**src/rtl/logic_unit_pipe.sv**
```systemverilog
// rtl/logic_unit_pipe.sv - two-stage pipelined bitwise logic unit with OR accumulator
// Purpose: selects one of eight bitwise functions per transaction, registers the
//    result with zero/parity flags, and moves data through a valid/ready pipeline.
// Ports:
//    clk        rising-edge clock
//    rst        asynchronous active-high reset
//    in_valid   operand transaction valid
//    in_ready   unit can accept a transaction this cycle
//    in_a/in_b  operands (WIDTH bits)
//    in_op      function select: AND OR NOR NAND XOR XNOR NOTA ACC
//    acc_clr    accumulator clear sideband, sampled every cycle
//    out_valid  result valid
//    out_ready  downstream accepts result
//    out_y      result (WIDTH bits)
//    out_zero   out_y == 0
//    out_par    XOR reduction of out_y
module logic_unit_pipe #(
   parameter int WIDTH = 8
) (
   input  logic             clk,
   input  logic             rst,
   input  logic             in_valid,
   output logic             in_ready,
   input  logic [WIDTH-1:0] in_a,
   input  logic [WIDTH-1:0] in_b,
   input  logic [2:0]       in_op,
   input  logic             acc_clr,
   output logic             out_valid,
   input  logic             out_ready,
   output logic [WIDTH-1:0] out_y,
   output logic             out_zero,
   output logic             out_par
);

   localparam logic [2:0] OP_AND  = 3'd0;
   localparam logic [2:0] OP_OR   = 3'd1;
   localparam logic [2:0] OP_NOR  = 3'd2;
   localparam logic [2:0] OP_NAND = 3'd3;
   localparam logic [2:0] OP_XOR  = 3'd4;
   localparam logic [2:0] OP_XNOR = 3'd5;
   localparam logic [2:0] OP_NOTA = 3'd6;
   localparam logic [2:0] OP_ACC  = 3'd7;

   logic             r_s1_valid;
   logic [WIDTH-1:0] r_s1_a;
   logic [WIDTH-1:0] r_s1_b;
   logic [2:0]       r_s1_op;
   logic             r_s2_valid;
   logic [WIDTH-1:0] r_y;
   logic             r_zero;
   logic             r_par;
   logic [WIDTH-1:0] r_acc;

   logic             w_s2_adv;
   logic             w_s1_adv;
   logic             w_accept;
   logic             w_acc_move;
   logic [WIDTH-1:0] w_acc_base;
   logic [WIDTH-1:0] w_y;

   assign w_s2_adv   = ~r_s2_valid | out_ready;
   assign w_s1_adv   = r_s1_valid & w_s2_adv;
   assign in_ready   = ~r_s1_valid | w_s2_adv;
   assign w_accept   = in_valid & in_ready;
   assign w_acc_move = w_s1_adv & (r_s1_op == OP_ACC);
   // A clear landing on the same edge as an ACC move makes the old value count as zero.
   assign w_acc_base = acc_clr ? '0 : r_acc;

   always_comb begin
      w_y = '0;
      case (r_s1_op)
         OP_AND:  w_y = r_s1_a & r_s1_b;
         OP_OR:   w_y = r_s1_a | r_s1_b;
         OP_NOR:  w_y = ~(r_s1_a | r_s1_b);
         OP_NAND: w_y = ~(r_s1_a & r_s1_b);
         OP_XOR:  w_y = r_s1_a ^ r_s1_b;
         OP_XNOR: w_y = ~(r_s1_a ^ r_s1_b);
         OP_NOTA: w_y = ~r_s1_a;
         default: w_y = w_acc_base | r_s1_a | r_s1_b;
      endcase
   end

   // Stage 1: operand capture. Empties when it hands off and nothing new arrives.
   always_ff @(posedge clk or posedge rst) begin
      if (rst) begin
         r_s1_valid <= 1'b0;
         r_s1_a     <= '0;
         r_s1_b     <= '0;
         r_s1_op    <= '0;
      end else begin
         if (in_ready) begin
            r_s1_valid <= in_valid;
         end
         if (w_accept) begin
            r_s1_a  <= in_a;
            r_s1_b  <= in_b;
            r_s1_op <= in_op;
         end
      end
   end

   // Stage 2: result register; holds while the downstream stalls.
   always_ff @(posedge clk or posedge rst) begin
      if (rst) begin
         r_s2_valid <= 1'b0;
         r_y        <= '0;
         r_zero     <= 1'b0;
         r_par      <= 1'b0;
      end else begin
         if (w_s2_adv) begin
            r_s2_valid <= r_s1_valid;
         end
         if (w_s1_adv) begin
            r_y    <= w_y;
            r_zero <= ~|w_y;
            r_par  <= ^w_y;
         end
      end
   end

   always_ff @(posedge clk or posedge rst) begin
      if (rst) begin
         r_acc <= '0;
      end else if (w_acc_move) begin
         r_acc <= w_y;
      end else if (acc_clr) begin
         r_acc <= '0;
      end
   end

   assign out_valid = r_s2_valid;
   assign out_y     = r_y;
   assign out_zero  = r_zero;
   assign out_par   = r_par;

endmodule
```
**config.mk**
```make
export PLATFORM = sky130hd
export DESIGN_NAME = logic_unit_pipe
export DESIGN_NICKNAME = d
export VERILOG_FILES = /design/src/rtl/logic_unit_pipe.sv
export SDC_FILE = /design/constraint.sdc
export NUM_CORES = 1
export LEC_CHECK = 0
export CORE_MARGIN = 3
export CORE_UTILIZATION = 40
export CTS_BUF_LIST = sky130_fd_sc_hd__clkbuf_16
export DETAILED_ROUTE_END_ITERATION = 6
export DONT_BUFFER_PORTS = 1
export SLEW_MARGIN = 10
export SYNTH_ARGS = -nofsm -noshare
export SYNTH_HDL_FRONTEND = slang
export SYNTH_SLANG_ARGS = --single-unit
```
**constraint.sdc**
```tcl
create_clock -name clk -period 3.5 [get_ports clk]
set_input_delay 0.525 -clock clk [delete_from_list [all_inputs] [get_ports clk]]
set_output_delay 0.525 -clock clk [all_outputs]
set_load 0.005 [all_outputs]
```
==> results of run 1 <==
## cells in the mapped netlist (2+ instances only)
library cell | instances | share of area
dfrtp_1 | 39 | 0.38
mux2_2 | 24 | 0.11
nor2_1 | 21 | 0.031
ha_1 | 20 | 0.097
inv_1 | 19 | 0.028
nand2b_1 | 19 | 0.046
o21ai_0 | 18 | 0.035
nand2_1 | 12 | 0.018
a21oi_1 | 10 | 0.019
buf_2 | 6 | 0.012
mux2i_1 | 6 | 0.023
nand3_1 | 6 | 0.012
a31oi_1 | 5 | 0.012
buf_6 | 5 | 0.022
xnor2_1 | 4 | 0.014
and2_1 | 3 | 0.0073
nor3b_1 | 3 | 0.0088
o31a_1 | 3 | 0.010
xor2_1 | 3 | 0.010
a211oi_1 | 2 | 0.0058
a211oi_2 | 2 | 0.0097
a221oi_2 | 2 | 0.012
a22oi_1 | 2 | 0.0058
buf_4 | 2 | 0.0058
nor3_1 | 2 | 0.0039
o221ai_1 | 2 | 0.0068
o32ai_1 | 2 | 0.0068
## per-stage QoR
| stage | util | hold slack [ns] | area, um2 | worst slack, ns | total power, mW |
|---|---|---|---|---|---|
| finish | 0.453 | 0.248 | 2740 | 0.847 | 1.67 |
| global route | 0.453 | 0.306 | 2740 | 0.541 | 1.79 |
| CTS | 0.453 | 0.269 | 2740 | 0.838 | 1.69 |
| detailed placement | 0.426 | 0.479 | 2580 | 0.849 | 1.17 |
| global placement | 0.426 | 0.472 | 2580 | 0.847 | 1.16 |
| floorplan | - | 0.453 | 2570 | 1.37 | 1.08 |
## sequential cells by signal, indices dropped and copies added, names as in the netlist
| name | count |
|---|---|
| r_s1_op | 3 |
| out_valid | 1 |
| out_par | 1 |
| r_s1_valid | 1 |
| r_s1_a | 8 |
| r_s1_b | 8 |
| r_acc | 8 |
| out_y | 8 |
| out_zero | 1 |
## power by group through the flow
stage                     Sequential (mW)  Clock [mW]  Combinational (mW)
after global placement              0.648           0               0.515
after detailed placement            0.653           0               0.518
after global routing                0.664       0.537               0.589
after CTS                           0.645       0.523               0.525
after floorplan                     0.591           0               0.494
final                               0.643       0.507               0.518
## metal layers
| layer | wire length, um | GRT usage |
|---|---|---|
| met1 | 2520 | 0.206 |
| met2 | 2130 | 0.205 |
| met3 | 278 | 0.0428 |
| met4 | 107 | 0.0680 |
| met5 | 0 | 0 |
## area by class of cell
class	instances	area, um2
Clock inverter	3	38.8
Fill cell	571	3320
Tap cell	75	93.8
Multi-Input combinational cell	185	1420
Inverter	19	71.3
Timing Repair Buffer	2	15.0
Sequential cell	39	976
Clock buffer	5	125
## worst max-delay path, stage by stage, from the launching register on
cell      delay [ns]
dfrtp_1         1.07
nand3_1         0.29
a21oi_1         0.23
a221oi_2        0.06
and2_1          0.19
ha_1            0.30
xnor2_1         0.19
xnor2_1         0.13
o21ai_0         0.08
## cells by family (layout without fill, tap and decap cells)
family | count (synthesis) | in the layout | synth area share
AO/OA/AOI/OAI | 56 | 56 | 0.159
multiplexers | 30 | 30 | 0.128
adder cells (fa/ha/maj) | 20 | 20 | 0.0973
buffers and inverters | 32 | 29 | 0.0671
XOR/XNOR | 7 | 7 | 0.0238
AND/OR/NAND/NOR | 72 | 72 | 0.145
flip-flops | 39 | 39 | 0.379
## path summary, 6_finish.rpt
path / to / slack, ns
max in group asynchronous: r_s1_b[4] / 2.92
worst min-delay path: r_s1_b[3] / 0.25
min in group clk: r_s1_valid / 0.35
worst max-delay path: out_par / 0.85
worst max register to register: out_par / 0.85
worst min register to register: r_acc[0] / 0.49
==> qor.csv, run 1 <==
metric,value,unit
status,"finished, final reports clean",
DRC,0,
CP Launch Point,r_s1_op[0],
RSZ-0062 raised after global routing,false,
total die area,7430,um2
number of buffers created by CTS,5,
setup TNS,0,ns
Syn Std Cell Area,2570,um2
Yosys cell types,41,
worst r2r src,r_s1_op[0],
Rows,28,
Synth Flop Type,dfrtp_1,
most frequent cells in the layout,"39 x dfrtp_1, 24 x mux2_2, 21 x nor2_1",
WP data required,3.65,ns
placed cells,320,
Fmax,377,MHz
initial antenna violation count,0,
Critical Path End Type,flop,
Hold WC Path Type,in2async,
fin cells,328,
part of the cycle the worst path needs,0.758,
Syn-to-layout area delta,6.66,%
switching pwr,536,uW
Post-CTS Hold Fix Bufs,0,
"most common cell after layout, fill and taps aside",dfrtp_1,
maxcap violations,0,
Seq pwr share,0.385,
1st-pass router iterations,4,
first-pass GRT wire length,8.54,mm
ANT cells,0,
number of synthesis warnings,0,
ratio of cells with drive above 1 in the final layout,0.174,
LEAKAGE,1.20,nW
number of global-route vias before repair,1734,
"FFs w/ async S/R, synth",1.00,
Cell Pwr Density,608,nW/um2
Internal,1.13,mW
Worst Setup Path Type,reg2reg,
CTS Sinks,39,
DR WL/cell,15.3,um
clk slew on worst S/H paths,0.06,ns
CTS tree,done,
"flops & latches, synth",39,
GP Congestion,0.799,
CP Data Arrival Time,2.80,ns
switching share of power,0.321,
Clock Latency Late Sink,0.28,ns
number of post-CTS setup repair buffers,0,
H-tree depth,2,
Syn Nets,300,
post-cts gate resize count,0,
Crit Path Max Fanout,37,
die height,86.2,um
io pins,36,
Tot GR Track Use,0.146,
Max Root-Sink Buffers,2,
Worst-Margin Slew,1.09,ns
Worst Setup Start Kind,flop,
starting DRC count in detailed routing,73,
sequential area share after synthesis,0.379,
synthesized instance count,256,
Slew Limit Fails,0,
number of synthesized flops with an enable pin,0,
pin count of the biggest net entering global routing,40,
Core ar.,6060,um2
worst vdd ir,0.000286,V
Congestion Overflow GR,0,
Final Hold Fails,0,
Final min period,2.65,ns
Fin Clk Skew,0.00250,ns
antenna-violating nets left,0,
Vias,1769,
I/O Buffers,0,
final setup fails,0,
root buffer cell,clkbuf_16,
Nets,296,
Logic pwr share,0.311,
Mapped Avg Cell Area,10.0,um2
slew margin rel.,0.271,
Starting Density,0.424,
Clk network pwr share,0.304,
detailed-route wire length,5.03,mm
worst-case reg-to-reg path depth,8,
Die W,86.2,um
DP Wirelength,3.69,mm
Vias per Instance,5.39,
(Power assumes the default switching activity.)
==> inputs of run 2 (changes only) <==
==> constraint.sdc (replaced) <==
create_clock -name clk -period 2.69 [get_ports clk]
set_input_delay 0.4035 -clock clk [delete_from_list [all_inputs] [get_ports clk]]
set_output_delay 0.4035 -clock clk [all_outputs]
set_load 0.005 [all_outputs]
==> qor.csv, run 2 (synthesized netlist as in run 1, its figures left out) <==
metric,value,unit,change
number of buffers created by CTS,5,,unchanged
Core ar.,6060,um2,unchanged
final setup fails,0,,unchanged
FF/Latch Area,976,um2,unchanged
Nets,302,,+2.0%
DP Wirelength,3.80,mm,+3.0%
Worst Setup Start Kind,flop,,
Worst Setup Path Type,reg2reg,,
starting DRC count in detailed routing,54,,-26%
root buffer cell,clkbuf_16,,
worst-case reg-to-reg path depth,9,,+1
Syn-to-layout area delta,8.41,%,
Cell Pwr Density,784,nW/um2,+29%
final core occ,0.460,,+0.00743
"most common cell after layout, fill and taps aside",dfrtp_1,,
Vias per Instance,5.30,,-1.8%
Congestion Overflow GR,0,,unchanged
number of post-CTS setup repair buffers,0,,unchanged
Final min period,2.30,ns,-0.349 ns
Clk network pwr share,0.301,,-0.003
H-tree depth,2,,unchanged
Vias,1769,,unchanged
Crit Path Max Fanout,11,,-70%
status,"finished, final reports clean",,
maxcap violations,0,,unchanged
part of the cycle the worst path needs,0.857,,+0.0985
first-pass GRT wire length,8.72,mm,+2.1%
Logic pwr share,0.336,,+0.025
total die area,7430,um2,unchanged
worst vdd ir,0.000305,V,+6.7%
Fin Clk Skew,0.00205,ns,-0.000452 ns
Fmax,434,MHz,+15%
GP Congestion,0.824,,+3.1%
I/O Buffers,0,,unchanged
Die W,86.2,um,unchanged
DRC,0,,unchanged
ratio of cells with drive above 1 in the final layout,0.193,,+0.0191
worst r2r src,r_s1_op[2],,
Clock Latency Late Sink,0.28,ns,about the same
Starting Density,0.424,,unchanged
switching pwr,699,uW,+30%
Hold WC Path Type,in2async,,
DR WL/cell,15.2,um,-0.66%
RSZ-0062 raised after global routing,false,,
Slew Limit Fails,0,,unchanged
switching share of power,0.320,,-0.00172
most frequent cells in the layout,"39 x dfrtp_1, 24 x mux2_2, 21 x nor2_1",,
CP Launch Point,r_s1_op[2],,
number of global-route vias before repair,1755,,+1.2%
post-cts gate resize count,0,,unchanged
1st-pass router iterations,4,,unchanged
Internal,1.49,mW,+31%
die height,86.2,um,unchanged
ANT cells,0,,unchanged
io pins,36,,unchanged
setup TNS,0,ns,unchanged
Critical Path End Type,flop,,
WP data required,2.84,ns,-0.81 ns
Rows,28,,unchanged
slew margin rel.,0.666,,+0.395
LEAKAGE,1.23,nW,+2.4%
detailed-route wire length,5.09,mm,+1.2%
pin count of the biggest net entering global routing,40,,unchanged
area of the multi-input gates,1420,um2,unchanged
CP Data Arrival Time,2.45,ns,-0.35 ns
clk slew on worst S/H paths,0.06,ns,about the same
Max Root-Sink Buffers,2,,unchanged
CTS Sinks,39,,unchanged
Tot GR Track Use,0.147,,+0.00120
Worst-Margin Slew,0.501,ns,-0.592 ns
Seq pwr share,0.364,,-0.021
CTS tree,done,,
fillcell total,570,,-0.18%
Tot Pwr,2.19,mW,+31%
antenna-violating nets left,0,,unchanged
Post-CTS Hold Fix Bufs,0,,unchanged
initial antenna violation count,0,,unchanged
Final Hold Fails,0,,unchanged
==> run 2: final timing paths <==
path                         endpoint  slack [ns]
max in group asynchronous   r_s1_a[0]        2.21
hold / removal              r_s1_b[3]        0.13
min in group clk           r_s1_valid        0.23
hold reg to reg              r_acc[3]        0.49
setup / recovery              out_par        0.39
setup reg to reg              out_par        0.39
==> run 2: cell type report <==
| class | instances | share of cell area |
|---|---|---|
| Multi-Input combinational cell | 185 | 0.511 |
| Clock inverter | 3 | 0.0139 |
| Clock buffer | 5 | 0.0449 |
| Inverter | 19 | 0.0256 |
| Tap cell | 75 | 0.0336 |
| Timing Repair Buffer | 8 | 0.0215 |
| Sequential cell | 39 | 0.350 |
==> run 2: power groups by stage <==
| stage | combinational (mW) | sequential [mW] | clock, mW |
|---|---|---|---|
| 5_1_grt | 0.842 | 0.816 | 0.704 |
| 2_1_floorplan | 0.643 | 0.769 | 0 |
| 6_report | 0.733 | 0.795 | 0.657 |
| 3_3_place_gp | 0.725 | 0.802 | 0 |
| 3_5_place_dp | 0.733 | 0.808 | 0 |
| 4_1_cts | 0.739 | 0.798 | 0.675 |
==> run 2: routing by layer <==
layer	GRT usage	vias to the layer above	wire length, um
li1	-	896	-
met1	0.224	829	2620
met2	0.207	39	2120
met3	0.0409	5	289
met4	0.0340	0	55
met5	0	-	0
==> run 2: worst max-delay path: stages (launching register included) <==
cell and delay (ns):
dfrtp_1 0.55, buf_4 0.24, nand2b_1 0.14, o32ai_1 0.08, a211oi_1 0.25, o21ai_0 0.17, ha_1 0.32, xnor2_1 0.20
xnor2_1 0.13, o21ai_0 0.08
==> run 2: through the flow <==
step	setup WS [ns]	hold WS, ns	cells	area (um2)
after global placement	0.432	0.454	326	2630
after global routing	0.179	0.189	334	2790
after floorplan	0.558	0.453	256	2570
after CTS	0.362	0.156	334	2790
final	0.386	0.132	334	2790
after detailed placement	0.388	0.455	326	2630
==> inputs of run 3 (changes only) <==
--- a/config.mk
+++ b/config.mk
@@ -10,6 +10,7 @@
 export CTS_BUF_LIST = sky130_fd_sc_hd__clkbuf_16
 export DETAILED_ROUTE_END_ITERATION = 6
 export DONT_BUFFER_PORTS = 1
+export SKIP_CTS_REPAIR_TIMING = 1
 export SLEW_MARGIN = 10
 export SYNTH_ARGS = -nofsm -noshare
 export SYNTH_HDL_FRONTEND = slang
==> constraint.sdc (replaced) <==
create_clock -name clk -period 2.13 [get_ports clk]
set_input_delay 0.3195 -clock clk [delete_from_list [all_inputs] [get_ports clk]]
set_output_delay 0.3195 -clock clk [all_outputs]
set_load 0.005 [all_outputs]
==> qor.csv, run 3 (synthesized netlist as in run 1, its figures left out) <==
metric,value,unit,change
status,finished with violations,,
violated checks,negative setup slack,,
fin cells,359,,+7.5%
Nets,329,,+8.9%
io pins,36,,unchanged
Final Hold Fails,0,,unchanged
detailed-route wire length,5.29,mm,+3.9%
Core ar.,6060,um2,unchanged
switching pwr,899,uW,+29%
crit-path cells,inv_1 -> ha_2 -> buf_6 -> mux2i_2 -> a211oi_2 -> a2111oi_4 -> ha_1 -> xnor2_1 -> xnor2_1 -> o21ai_1,,
DP Wirelength,4.00,mm,+5.4%
placed cells,351,,+7.7%
Logic pwr share,0.407,,+0.071
DR WL/cell,14.7,um,-3.3%
switching share of power,0.322,,+0.00254
root buffer cell,clkbuf_16,,
Internal,1.89,mW,+27%
Vias,1885,,+6.6%
Hold WC Path Type,in2async,,
number of global-route vias before repair,1874,,+6.8%
Clk network pwr share,0.242,,-0.059
Slew Limit Fails,0,,unchanged
DRC,0,,unchanged
Worst-Margin Slew,0.496,ns,-0.00474 ns
Max Root-Sink Buffers,2,,unchanged
total die area,7430,um2,unchanged
antenna-violating nets left,0,,unchanged
Hold Slack,0.0537,ns,-0.0780 ns
CP top delay family,compound AO/OA/AOI/OAI gates,,
r2r setup slk,-0.09,ns,-0.47 ns
RSZ-0062 raised after global routing,true,,
final setup fails,1,,+1
final core occ,0.494,,+0.0339
GP Congestion,0.841,,+2.1%
"most common cell after layout, fill and taps aside",dfrtp_1,,
setup ws final,-0.0855,ns,-0.471 ns
Die W,86.2,um,unchanged
most frequent CP cell,xnor2_1,,
number of buffers created by CTS,5,,unchanged
slew margin rel.,0.669,,+0.00316
clk slew on worst S/H paths,0.05,ns,about the same
initial antenna violation count,0,,unchanged
ratio of cells with drive above 1 in the final layout,0.289,,+0.0957
Clock Latency Late Sink,0.28,ns,about the same
crit-path max cell delay,0.37,ns,-0.18 ns
LEAKAGE,1.35,nW,+9.4%
first-pass GRT wire length,9.25,mm,+6.0%
worst-case reg-to-reg path depth,10,,+1
Congestion Overflow GR,0,,unchanged
Cell Pwr Density,932,nW/um2,+19%
ANT cells,0,,unchanged
Tot GR Track Use,0.158,,+0.0105
Fmax,451,MHz,+4.0%
die height,86.2,um,unchanged
Worst Setup Start Kind,flop,,
Final min period,2.22,ns,-0.0885 ns
starting DRC count in detailed routing,77,,+43%
Crit Path Max Fanout,2,,-9
Rows,28,,unchanged
Fin Clk Skew,0.00513,ns,+0.00309 ns
capturing point of the worst reg2reg path,out_par,,
"Slowest-stage cell, CP",dfrtp_1,,
Seq pwr share,0.351,,-0.013
CTS tree,done,,
H-tree depth,2,,unchanged
most frequent cells in the layout,"38 x dfrtp_1, 33 x buf_4, 24 x mux2_2",,
maxcap violations,0,,unchanged
Starting Density,0.424,,unchanged
worst r2r src,r_s1_a[2],,
pin count of the biggest net entering global routing,40,,unchanged
I/O Buffers,0,,unchanged
worst path buffer plus inverter count,2,,+1
WP data required,2.28,ns,-0.56 ns
Syn-to-layout area delta,16.4,%,
Critical Path End Type,flop,,
Vias per Instance,5.25,,-0.86%
Worst Setup Path Type,reg2reg,,
worst vdd ir,0.000499,V,+63%
CP Data Arrival Time,2.37,ns,-0.08 ns
CTS Sinks,39,,unchanged
1st-pass router iterations,4,,unchanged
part of the cycle the worst path needs,1.04,,+0.184
## run 3: changes by cell type in the layout (fill, tap and decap cells not counted), sizes merged
cell      delta
buf         +27
clkinv       -2
bufinv       -1
clkinvlp     +1
## run 3: final cells by class
type,count,area (um2)
Clock buffer,5,125
Fill cell,572,3070
Inverter,19,75.1
Timing Repair Buffer,35,274
Clock inverter,1,3.75
Multi-Input combinational cell,185,1450
Sequential cell,39,977
Tap cell,75,93.8
## run 3: power by group through the flow
stage / clock, mW / combinational (mW) / sequential [mW]
floorplan: 0 / 0.812 / 0.971
global placement: 0 / 1.07 / 0.991
detailed placement: 0 / 1.09 / 0.995
CTS: 0.705 / 1.09 / 0.982
global route: 0.741 / 1.28 / 1.00
finish: 0.676 / 1.14 / 0.978
## run 3: how the worst max path moves through the flow
stage               startpoint       to  slack [ns]  cells after the start
floorplan            r_s1_a[2]  out_par        0.01                      9
global placement     r_s1_a[2]  out_par       -0.03                      9
detailed placement   r_s1_a[2]  out_par       -0.07                      9
CTS                  r_s1_a[2]  out_par       -0.08                      9
global route         r_s1_b[2]  out_par       -0.17                     10
finish               r_s1_a[2]  out_par       -0.09                     10
## run 3: per-stage QoR
stage	power, mW	instance area [um2]	TNS (ns)	worst slack, ns
2_1_floorplan	1.78	2570	0	0.0134
3_3_place_gp	2.06	2810	-0.0325	-0.0325
3_5_place_dp	2.08	2810	-0.0737	-0.0737
4_1_cts	2.78	2940	-0.0828	-0.0828
5_1_grt	3.03	2990	-0.174	-0.174
6_report	2.79	2990	-0.0855	-0.0855
## run 3: layer usage
metal  GRT usage  vias up  routed length (um)
met5           0        -                   0
met4      0.0354        0                  48
met3      0.0513        6                 327
met2       0.235       40                2290
met1       0.224      884                2620
li1            -      955                   -
## run 3: worst register-to-register path, cell delays in order, from the launching register on
cell	delay [ns]
dfrtp_1	0.37
inv_1	0.06
ha_2	0.19
buf_6	0.10
mux2i_2	0.22
a211oi_2	0.07
a2111oi_4	0.36
ha_1	0.31
xnor2_1	0.19
xnor2_1	0.13
o21ai_1	0.09
